===== src/rtl/fpu_pkg.sv =====
// Shared opcode, FSM-state and strobe-index constants for the FPU front-end sequencer.
package fpu_pkg;

    localparam logic [3:0] OP_ADD  = 4'd0;
    localparam logic [3:0] OP_SUB  = 4'd1;
    localparam logic [3:0] OP_MUL  = 4'd2;
    localparam logic [3:0] OP_DIV  = 4'd3;
    localparam logic [3:0] OP_INV  = 4'd4;
    localparam logic [3:0] OP_ABS  = 4'd5;
    localparam logic [3:0] OP_COM  = 4'd6;
    localparam logic [3:0] OP_BLT  = 4'd7;
    localparam logic [3:0] OP_BEQ  = 4'd8;
    localparam logic [3:0] OP_BGT  = 4'd9;
    localparam logic [3:0] OP_LAST = 4'd9;

    localparam logic [1:0] S_IDLE = 2'd0;
    localparam logic [1:0] S_EXEC = 2'd1;
    localparam logic [1:0] S_RESP = 2'd2;

    localparam int STB_ADD = 0;
    localparam int STB_SUB = 1;
    localparam int STB_MUL = 2;
    localparam int STB_DIV = 3;
    localparam int STB_INV = 4;
    localparam int STB_ABS = 5;
    localparam int STB_COM = 6;
    localparam int STB_BLT = 7;
    localparam int STB_BEQ = 8;
    localparam int STB_BGT = 9;
    localparam int NUM_STB = 10;

    function automatic logic is_branch_op(input logic [3:0] op);
        return (op == OP_BLT) || (op == OP_BEQ) || (op == OP_BGT);
    endfunction

endpackage


===== src/rtl/fpu_op_sequencer_if.sv =====
// Request, ALU and response signals of the sequencer; slave = sequencer view, master = core/ALU view.
interface fpu_op_sequencer_if #(parameter int WIDTH = 32);
    logic             req_valid;
    logic             req_ready;
    logic [3:0]       req_opcode;
    logic [WIDTH-1:0] req_a;
    logic [WIDTH-1:0] req_b;
    logic [WIDTH-1:0] alu_op1;
    logic [WIDTH-1:0] alu_op2;
    logic             alu_add, alu_sub, alu_mul, alu_div, alu_inv;
    logic             alu_abs, alu_com, alu_blt, alu_beq, alu_bgt;
    logic [WIDTH-1:0] alu_result;
    logic             alu_com_result;
    logic             resp_valid;
    logic             resp_ready;
    logic [WIDTH-1:0] resp_data;
    logic             resp_flag;
    logic             resp_err;

    modport slave (
        input  req_valid, req_opcode, req_a, req_b, resp_ready, alu_result, alu_com_result,
        output req_ready, alu_op1, alu_op2,
        output alu_add, alu_sub, alu_mul, alu_div, alu_inv,
        output alu_abs, alu_com, alu_blt, alu_beq, alu_bgt,
        output resp_valid, resp_data, resp_flag, resp_err
    );

    modport master (
        output req_valid, req_opcode, req_a, req_b, resp_ready, alu_result, alu_com_result,
        input  req_ready, alu_op1, alu_op2,
        input  alu_add, alu_sub, alu_mul, alu_div, alu_inv,
        input  alu_abs, alu_com, alu_blt, alu_beq, alu_bgt,
        input  resp_valid, resp_data, resp_flag, resp_err
    );
endinterface


===== src/rtl/fpu_op_decode.sv =====
// Combinational opcode decode: ALU strobe vector, execute latency minus one, branch and illegal flags.
module fpu_op_decode
    import fpu_pkg::*;
#(
    parameter int LAT_FAST = 1,
    parameter int LAT_MUL  = 3,
    parameter int LAT_DIV  = 8,
    parameter int CNT_W    = 3
) (
    input  logic [3:0]         i_opcode,
    output logic [NUM_STB-1:0] o_strobe,
    output logic [CNT_W-1:0]   o_lat_m1,
    output logic               o_branch,
    output logic               o_illegal
);

    always_comb begin
        o_strobe  = '0;
        o_lat_m1  = CNT_W'(LAT_FAST - 1);
        o_branch  = is_branch_op(i_opcode);
        o_illegal = 1'b0;
        case (i_opcode)
            OP_ADD: o_strobe[STB_ADD] = 1'b1;
            OP_SUB: o_strobe[STB_SUB] = 1'b1;
            OP_MUL: begin
                o_strobe[STB_MUL] = 1'b1;
                o_lat_m1          = CNT_W'(LAT_MUL - 1);
            end
            OP_DIV: begin
                o_strobe[STB_DIV] = 1'b1;
                o_lat_m1          = CNT_W'(LAT_DIV - 1);
            end
            OP_INV: o_strobe[STB_INV] = 1'b1;
            OP_ABS: o_strobe[STB_ABS] = 1'b1;
            OP_COM: o_strobe[STB_COM] = 1'b1;
            // Branch compares need the comparator strobe alongside the branch select.
            OP_BLT: begin
                o_strobe[STB_COM] = 1'b1;
                o_strobe[STB_BLT] = 1'b1;
            end
            OP_BEQ: begin
                o_strobe[STB_COM] = 1'b1;
                o_strobe[STB_BEQ] = 1'b1;
            end
            OP_BGT: begin
                o_strobe[STB_COM] = 1'b1;
                o_strobe[STB_BGT] = 1'b1;
            end
            default: o_illegal = 1'b1;
        endcase
    end

endmodule


===== src/rtl/fpu_op_sequencer.sv =====
// FPU front-end: accepts one op, holds ALU strobes/operands for the op latency, returns the captured result.
module fpu_op_sequencer
    import fpu_pkg::*;
#(
    parameter int WIDTH    = 32,
    parameter int LAT_FAST = 1,
    parameter int LAT_MUL  = 3,
    parameter int LAT_DIV  = 8
) (
    input logic                clk,
    input logic                rst_n,
    fpu_op_sequencer_if.slave  bus
);

    localparam int LAT_MAX = (LAT_FAST > LAT_MUL) ? ((LAT_FAST > LAT_DIV) ? LAT_FAST : LAT_DIV)
                                                  : ((LAT_MUL > LAT_DIV) ? LAT_MUL : LAT_DIV);
    localparam int CNT_W   = (LAT_MAX > 1) ? $clog2(LAT_MAX) : 1;

    logic [1:0]         r_state;
    logic [CNT_W-1:0]   r_cnt;
    logic [NUM_STB-1:0] r_strobe;
    logic [WIDTH-1:0]   r_op1;
    logic [WIDTH-1:0]   r_op2;
    logic               r_branch;
    logic               r_resp_valid;
    logic [WIDTH-1:0]   r_resp_data;
    logic               r_resp_flag;
    logic               r_resp_err;

    logic [NUM_STB-1:0] w_strobe;
    logic [CNT_W-1:0]   w_lat_m1;
    logic               w_branch;
    logic               w_illegal;

    fpu_op_decode #(
        .LAT_FAST (LAT_FAST),
        .LAT_MUL  (LAT_MUL),
        .LAT_DIV  (LAT_DIV),
        .CNT_W    (CNT_W)
    ) u_decode (
        .i_opcode  (bus.req_opcode),
        .o_strobe  (w_strobe),
        .o_lat_m1  (w_lat_m1),
        .o_branch  (w_branch),
        .o_illegal (w_illegal)
    );

    always_ff @(posedge clk) begin
        if (!rst_n) begin
            r_state      <= S_IDLE;
            r_cnt        <= '0;
            r_strobe     <= '0;
            r_op1        <= '0;
            r_op2        <= '0;
            r_branch     <= 1'b0;
            r_resp_valid <= 1'b0;
            r_resp_data  <= '0;
            r_resp_flag  <= 1'b0;
            r_resp_err   <= 1'b0;
        end else begin
            case (r_state)
                S_IDLE: if (bus.req_valid) begin
                    r_op1    <= bus.req_a;
                    r_op2    <= bus.req_b;
                    r_cnt    <= w_lat_m1;
                    r_branch <= w_branch;
                    // Illegal opcodes skip the ALU entirely and answer with an error next cycle.
                    if (w_illegal) begin
                        r_state      <= S_RESP;
                        r_resp_valid <= 1'b1;
                        r_resp_err   <= 1'b1;
                        r_resp_data  <= '0;
                        r_resp_flag  <= 1'b0;
                    end else begin
                        r_state  <= S_EXEC;
                        r_strobe <= w_strobe;
                    end
                end
                S_EXEC: if (r_cnt == '0) begin
                    r_state      <= S_RESP;
                    r_strobe     <= '0;
                    r_resp_valid <= 1'b1;
                    r_resp_err   <= 1'b0;
                    r_resp_data  <= r_branch ? '0 : bus.alu_result;
                    r_resp_flag  <= r_branch ? bus.alu_com_result : 1'b0;
                end else begin
                    r_cnt <= r_cnt - 1'b1;
                end
                S_RESP: if (bus.resp_ready) begin
                    r_state      <= S_IDLE;
                    r_resp_valid <= 1'b0;
                end
                default: r_state <= S_IDLE;
            endcase
        end
    end

    assign bus.req_ready  = rst_n && (r_state == S_IDLE);
    assign bus.alu_op1    = r_op1;
    assign bus.alu_op2    = r_op2;
    assign bus.alu_add    = r_strobe[STB_ADD];
    assign bus.alu_sub    = r_strobe[STB_SUB];
    assign bus.alu_mul    = r_strobe[STB_MUL];
    assign bus.alu_div    = r_strobe[STB_DIV];
    assign bus.alu_inv    = r_strobe[STB_INV];
    assign bus.alu_abs    = r_strobe[STB_ABS];
    assign bus.alu_com    = r_strobe[STB_COM];
    assign bus.alu_blt    = r_strobe[STB_BLT];
    assign bus.alu_beq    = r_strobe[STB_BEQ];
    assign bus.alu_bgt    = r_strobe[STB_BGT];
    assign bus.resp_valid = r_resp_valid;
    assign bus.resp_data  = r_resp_data;
    assign bus.resp_flag  = r_resp_flag;
    assign bus.resp_err   = r_resp_err;

endmodule


===== src/flat_wrapper.sv =====
// flat-port wrapper written by rule: the top's interface ports become plain ports
module fpu_op_sequencer_flat import fpu_pkg::*;
#(
    parameter int WIDTH    = 32,
    parameter int LAT_FAST = 1,
    parameter int LAT_MUL  = 3,
    parameter int LAT_DIV  = 8
)
  (clk, rst_n, bus_req_valid, bus_req_opcode, bus_req_a, bus_req_b, bus_resp_ready, bus_alu_result, bus_alu_com_result, bus_req_ready, bus_alu_op1, bus_alu_op2, bus_alu_add, bus_alu_sub, bus_alu_mul, bus_alu_div, bus_alu_inv, bus_alu_abs, bus_alu_com, bus_alu_blt, bus_alu_beq, bus_alu_bgt, bus_resp_valid, bus_resp_data, bus_resp_flag, bus_resp_err);
  fpu_op_sequencer_if #(.WIDTH(WIDTH)) bus_i ();
  input logic clk;
  input logic rst_n;
  input wire logic [$bits(bus_i.req_valid)-1:0] bus_req_valid;
  input wire logic [$bits(bus_i.req_opcode)-1:0] bus_req_opcode;
  input wire logic [$bits(bus_i.req_a)-1:0] bus_req_a;
  input wire logic [$bits(bus_i.req_b)-1:0] bus_req_b;
  input wire logic [$bits(bus_i.resp_ready)-1:0] bus_resp_ready;
  input wire logic [$bits(bus_i.alu_result)-1:0] bus_alu_result;
  input wire logic [$bits(bus_i.alu_com_result)-1:0] bus_alu_com_result;
  output wire logic [$bits(bus_i.req_ready)-1:0] bus_req_ready;
  output wire logic [$bits(bus_i.alu_op1)-1:0] bus_alu_op1;
  output wire logic [$bits(bus_i.alu_op2)-1:0] bus_alu_op2;
  output wire logic [$bits(bus_i.alu_add)-1:0] bus_alu_add;
  output wire logic [$bits(bus_i.alu_sub)-1:0] bus_alu_sub;
  output wire logic [$bits(bus_i.alu_mul)-1:0] bus_alu_mul;
  output wire logic [$bits(bus_i.alu_div)-1:0] bus_alu_div;
  output wire logic [$bits(bus_i.alu_inv)-1:0] bus_alu_inv;
  output wire logic [$bits(bus_i.alu_abs)-1:0] bus_alu_abs;
  output wire logic [$bits(bus_i.alu_com)-1:0] bus_alu_com;
  output wire logic [$bits(bus_i.alu_blt)-1:0] bus_alu_blt;
  output wire logic [$bits(bus_i.alu_beq)-1:0] bus_alu_beq;
  output wire logic [$bits(bus_i.alu_bgt)-1:0] bus_alu_bgt;
  output wire logic [$bits(bus_i.resp_valid)-1:0] bus_resp_valid;
  output wire logic [$bits(bus_i.resp_data)-1:0] bus_resp_data;
  output wire logic [$bits(bus_i.resp_flag)-1:0] bus_resp_flag;
  output wire logic [$bits(bus_i.resp_err)-1:0] bus_resp_err;
  assign bus_i.req_valid = bus_req_valid;
  assign bus_i.req_opcode = bus_req_opcode;
  assign bus_i.req_a = bus_req_a;
  assign bus_i.req_b = bus_req_b;
  assign bus_i.resp_ready = bus_resp_ready;
  assign bus_i.alu_result = bus_alu_result;
  assign bus_i.alu_com_result = bus_alu_com_result;
  assign bus_req_ready = bus_i.req_ready;
  assign bus_alu_op1 = bus_i.alu_op1;
  assign bus_alu_op2 = bus_i.alu_op2;
  assign bus_alu_add = bus_i.alu_add;
  assign bus_alu_sub = bus_i.alu_sub;
  assign bus_alu_mul = bus_i.alu_mul;
  assign bus_alu_div = bus_i.alu_div;
  assign bus_alu_inv = bus_i.alu_inv;
  assign bus_alu_abs = bus_i.alu_abs;
  assign bus_alu_com = bus_i.alu_com;
  assign bus_alu_blt = bus_i.alu_blt;
  assign bus_alu_beq = bus_i.alu_beq;
  assign bus_alu_bgt = bus_i.alu_bgt;
  assign bus_resp_valid = bus_i.resp_valid;
  assign bus_resp_data = bus_i.resp_data;
  assign bus_resp_flag = bus_i.resp_flag;
  assign bus_resp_err = bus_i.resp_err;
  fpu_op_sequencer #(.WIDTH(WIDTH), .LAT_FAST(LAT_FAST), .LAT_MUL(LAT_MUL), .LAT_DIV(LAT_DIV)) u_core (.clk(clk), .rst_n(rst_n), .bus(bus_i));
endmodule

===== config.mk =====
export PLATFORM = sky130hd
export DESIGN_NAME = fpu_op_sequencer_flat
export DESIGN_NICKNAME = d
export VERILOG_FILES = /design/src/rtl/fpu_pkg.sv /design/src/rtl/fpu_op_sequencer_if.sv /design/src/rtl/fpu_op_decode.sv /design/src/rtl/fpu_op_sequencer.sv /design/src/flat_wrapper.sv
export SDC_FILE = /design/constraint.sdc
export NUM_CORES = 1
export LEC_CHECK = 0
export BUFFER_PORTS_ARGS = -buffer_cell sky130_fd_sc_hd__buf_2
export CAP_MARGIN = 10
export CORE_MARGIN = 2
export CORE_UTILIZATION = 45
export CTS_BUF_LIST = sky130_fd_sc_hd__clkbuf_16
export DETAILED_ROUTE_END_ITERATION = 8
export HOLD_SLACK_MARGIN = 0.15
export MAX_ROUTING_LAYER = met4
export PLACE_DENSITY = 0.79
export SETUP_SLACK_MARGIN = 0.2
export SLEW_MARGIN = 10
export SYNTH_ARGS = -nofsm -noshare
export SYNTH_HDL_FRONTEND = slang
export SYNTH_SLANG_ARGS = --single-unit
export TNS_END_PERCENT = 30

===== constraint.sdc =====
create_clock -name clk -period 5.19 [get_ports clk]
set_clock_uncertainty 0.1 [all_clocks]
set_input_delay 1.038 -clock clk [delete_from_list [all_inputs] [get_ports clk]]
set_output_delay 1.038 -clock clk [all_outputs]
set_load 0.05 [all_outputs]

==> impl_results.md <==
* Outcome: complete, no violations
* Hold depth at 2
* Worst reg2reg startpoint: u_core.r_state[1]$_SDFFE_PN0P_
* Core Area at 0.00933 sq mm
* Worst Max-Slew Pin Slew at 1.15 ns
* Worst Setup SP: rst_n
* Hold path start: u_core.bus.resp_data[17]$_SDFFE_PN0P_
* Starting Density at 0.467
* FF+latch area at 0.00230 sq mm
* Share of the synthesized area in the top cell type at 0.528
* Vias in the first global route at 3889
* Clock Path Buffers at 2
* Row count at 35
* Clock tree sinks at 115
* Final WL at 11600 um
* DR vias/cell at 4.98
* Post-CTS sizing at 0
* Largest family of logic cells by synthesized area: simple AND/OR/NAND/NOR gates
* IO Pins at 215
* Netlist cell types at 37
* Cell type contributing the most total cell area after synthesis: dfxtp_1
* Initial antenna violation count at 0
* Antenna-violating nets left at 0
* Worst-path maximum fanout at 10
* Slew headroom at 0.233
* Drt pass-1 iters at 5
* FF+latch count, synth at 115
* Avg Synthesized Cell Area at 8.10 sq um
* Cell Pwr Density at 586 mW/mm^2
* HP Class: reg2reg
* Global-route usage over all layers at 0.224
* Synthesized area at 0.00436 sq mm
* Hold Slack at 0.341 ns
* Setup TNS at 0 ns
* Synth Area in Simple Gates at 0.235
* Worst Path Buf+Inv at 2
* Area post-placement at 0.00540 sq mm
* Required time of the critical path at 4.05 ns
* Filler cells at 806
* Grt met1 use at 0.255
* Top-count cell post-synth: nand2_1
* CTS clk-pin slew, worst paths at 0.05 ns
* Setup-failing EPs final at 0
* Achievable Freq at 0.357 GHz
* Setup CP Type: in2out
* Clock root buffer: clkbuf_16
* Commonest cells post-synth: nand2_1 (177), dfxtp_1 (115), a21oi_1 (63), nand3_1 (38), o21ai_0 (37)
* Vias at 4344
* Die Wd at 102 um
* Hold EP: u_core.bus.resp_data[17]$_SDFFE_PN0P_
* Largest net degree at the start of global routing at 68
* Area share of xor/xnor cells in the synthesized design at 0
* Syn Nets at 648
* Postcts setup bufs at 0
* Max-cap violations at 0
* RSZ-0062 raised after global routing: no
* WP data arrival at 1.66 ns
* CTS buffer count at 17
* Final HPWL DP at 8120 um
* Port Buffers at 214
* FF-to-FF path depth at 5
* R2r endpoint: u_core.r_branch$_SDFFE_PN0P_
* Ys flop type: dfxtp_1
* Final min period at 2.80 ns
* GRT met3 Usage at 0.0705
* Initial DRC count at 126
* Count of pins over their slew limit at 0
* Cells along the critical path: buf_2 > and2_1 > buf_2
* R2R setup slack at 2.83 ns
* CP endpoint kind: primary output
* Worst-Skew Late Latency at 0.39 ns
* Compound-Gate Fraction of Synth Area at 0.157
* Cell repeated most along the worst path: buf_2
* Drt wl/cell at 13.3 um
* Die height at 102 um
* Area of the multi-input gates at 0.00181 sq mm
* DRC at 0
* Met2 Use GR at 0.374
* Hold buffer count at CTS at 0
* Adder-Cell Fraction of Synth Area at 0.0144
* RePlAce Congestion at 0.760
* Syn-to-layout area delta at 38.1%
* # diodes at 0
* Design Area, Final at 0.00602 sq mm
* H-Tree Level Count at 4
* Largest cells by area after synthesis: dfxtp_1 (53%), nand2_1 (15%), a21oi_1 (7.2%), nand3_1 (4.4%), o21ai_0 (4.3%)
* Die ar. at 0.0105 sq mm
* Fin. Hold Viols at 0
* Slowest CP cell: buf_2
* Mux cell area share after synthesis at 0.00460
* Delay-heaviest family, CP: buffers and inverters
* Layout cells sized above 1 at 0.337
* EDFF count, synth at 0
* CTS tree: done
* Seq/Total Area, Yosys at 0.528
* Critical path launch point type: input pin
* Cells after synthesis at 538
* Yosys warning count at 0
* CP max stage delay at 0.25 ns
* Async set-or-reset flop fraction in the synthesized netlist at 0
* First-pass GRT wire length at 17900 um
* Global route hottest layer: met2
* Leakage at 2.78 nW
* Tcrit/Tclk final at 0.540
* Peak supply drop at 0.315 mV
* Total grt overflow at 0
* Final net count at 843
==> report_power, final <==
| group | internal [mW] | switching [mW] | total (mW) |
|---|---|---|---|
| registers | 1.02 | 0.0691 | 1.09 |
| clock network | 0.837 | 0.380 | 1.22 |
| logic | 0.292 | 0.926 | 1.22 |
| total | 2.15 | 1.38 | 3.53 |
==> area by class of cell <==
type,count,area share
clock buffers,17,0.0707
inverters,8,0.00499
flip-flops and latches,115,0.383
multi-input cells,373,0.300
well taps,129,0.0268
repair buffers,218,0.183
clock inverters,13,0.0318
==> stage by stage <==
stage	worst slack, ns	total power, mW	utilization	cells
2_1_floorplan	1.85	2.13	-	538
3_3_place_gp	2.39	2.29	0.579	843
3_5_place_dp	2.35	2.33	0.579	843
4_1_cts	2.38	3.56	0.645	873
5_1_grt	2.32	3.71	0.645	873
6_report	2.39	3.53	0.645	873
==> worst register-to-register path, delay by kind of cell, from the launching register on <==
family          cells  cell delay [ns]
compound gates      2             0.39
simple gates        1             1.00
buf+inv             1             0.08
flops               1             0.33
fa+ha+maj           1             0.38
==> metal layers <==
metal | wire length (um) | up-vias
met3 | 936 | 9
li1 | - | 2181
met1 | 4860 | 1972
met2 | 5760 | 182
met5 | 0 | -
met4 | 86 | 0
==> state kept, by name, summed over array words and instances, names as in the netlist, 2 cells and up <==
name	cells
u_core.bus.alu_op2	32
u_core.r_state	2
u_core.bus.resp_data	32
u_core.r_cnt	3
u_core.r_strobe	10
u_core.bus.alu_op1	32
==> worst max-delay path by stage <==
stage / cells after the start / to / slack (ns)
after detailed placement: 6 / u_core.bus.resp_data[1]$_SDFFE_PN0P_ / 2.35
final: 3 / bus_req_ready / 2.39
after floorplan: 4 / bus_req_ready / 1.85
after global routing: 4 / bus_req_ready / 2.32
after CTS: 3 / bus_req_ready / 2.38
after global placement: 3 / bus_req_ready / 2.39
==> kinds of logic (layout without fill, tap and decap cells) <==
| group | after synthesis | in the layout |
|---|---|---|
| buffers and inverters | 50 | 256 |
| adder cells (fa/ha/maj) | 5 | 5 |
| flip-flops | 115 | 115 |
| AND/OR/NAND/NOR | 242 | 242 |
| AO/OA/AOI/OAI | 124 | 124 |
| multiplexers | 2 | 2 |
==> cells in the final DEF (no fill, tap or decap), drive strengths merged, types with 5 or more instances in the layout <==
| master | synthesis | routed |
|---|---|---|
| dfxtp | 115 | 115 |
| nand2 | 177 | 177 |
| o21ai | 46 | 46 |
| nand4 | 5 | 5 |
| nand3 | 38 | 38 |
| ha | 5 | 5 |
| inv | 8 | 8 |
| bufinv | 0 | 5 |
| nor2b | 5 | 5 |
| clkbuf | 23 | 17 |
| a21oi | 63 | 63 |
| buf | 19 | 218 |
| clkinv | 0 | 7 |
Power figures use the tool's default switching activity.
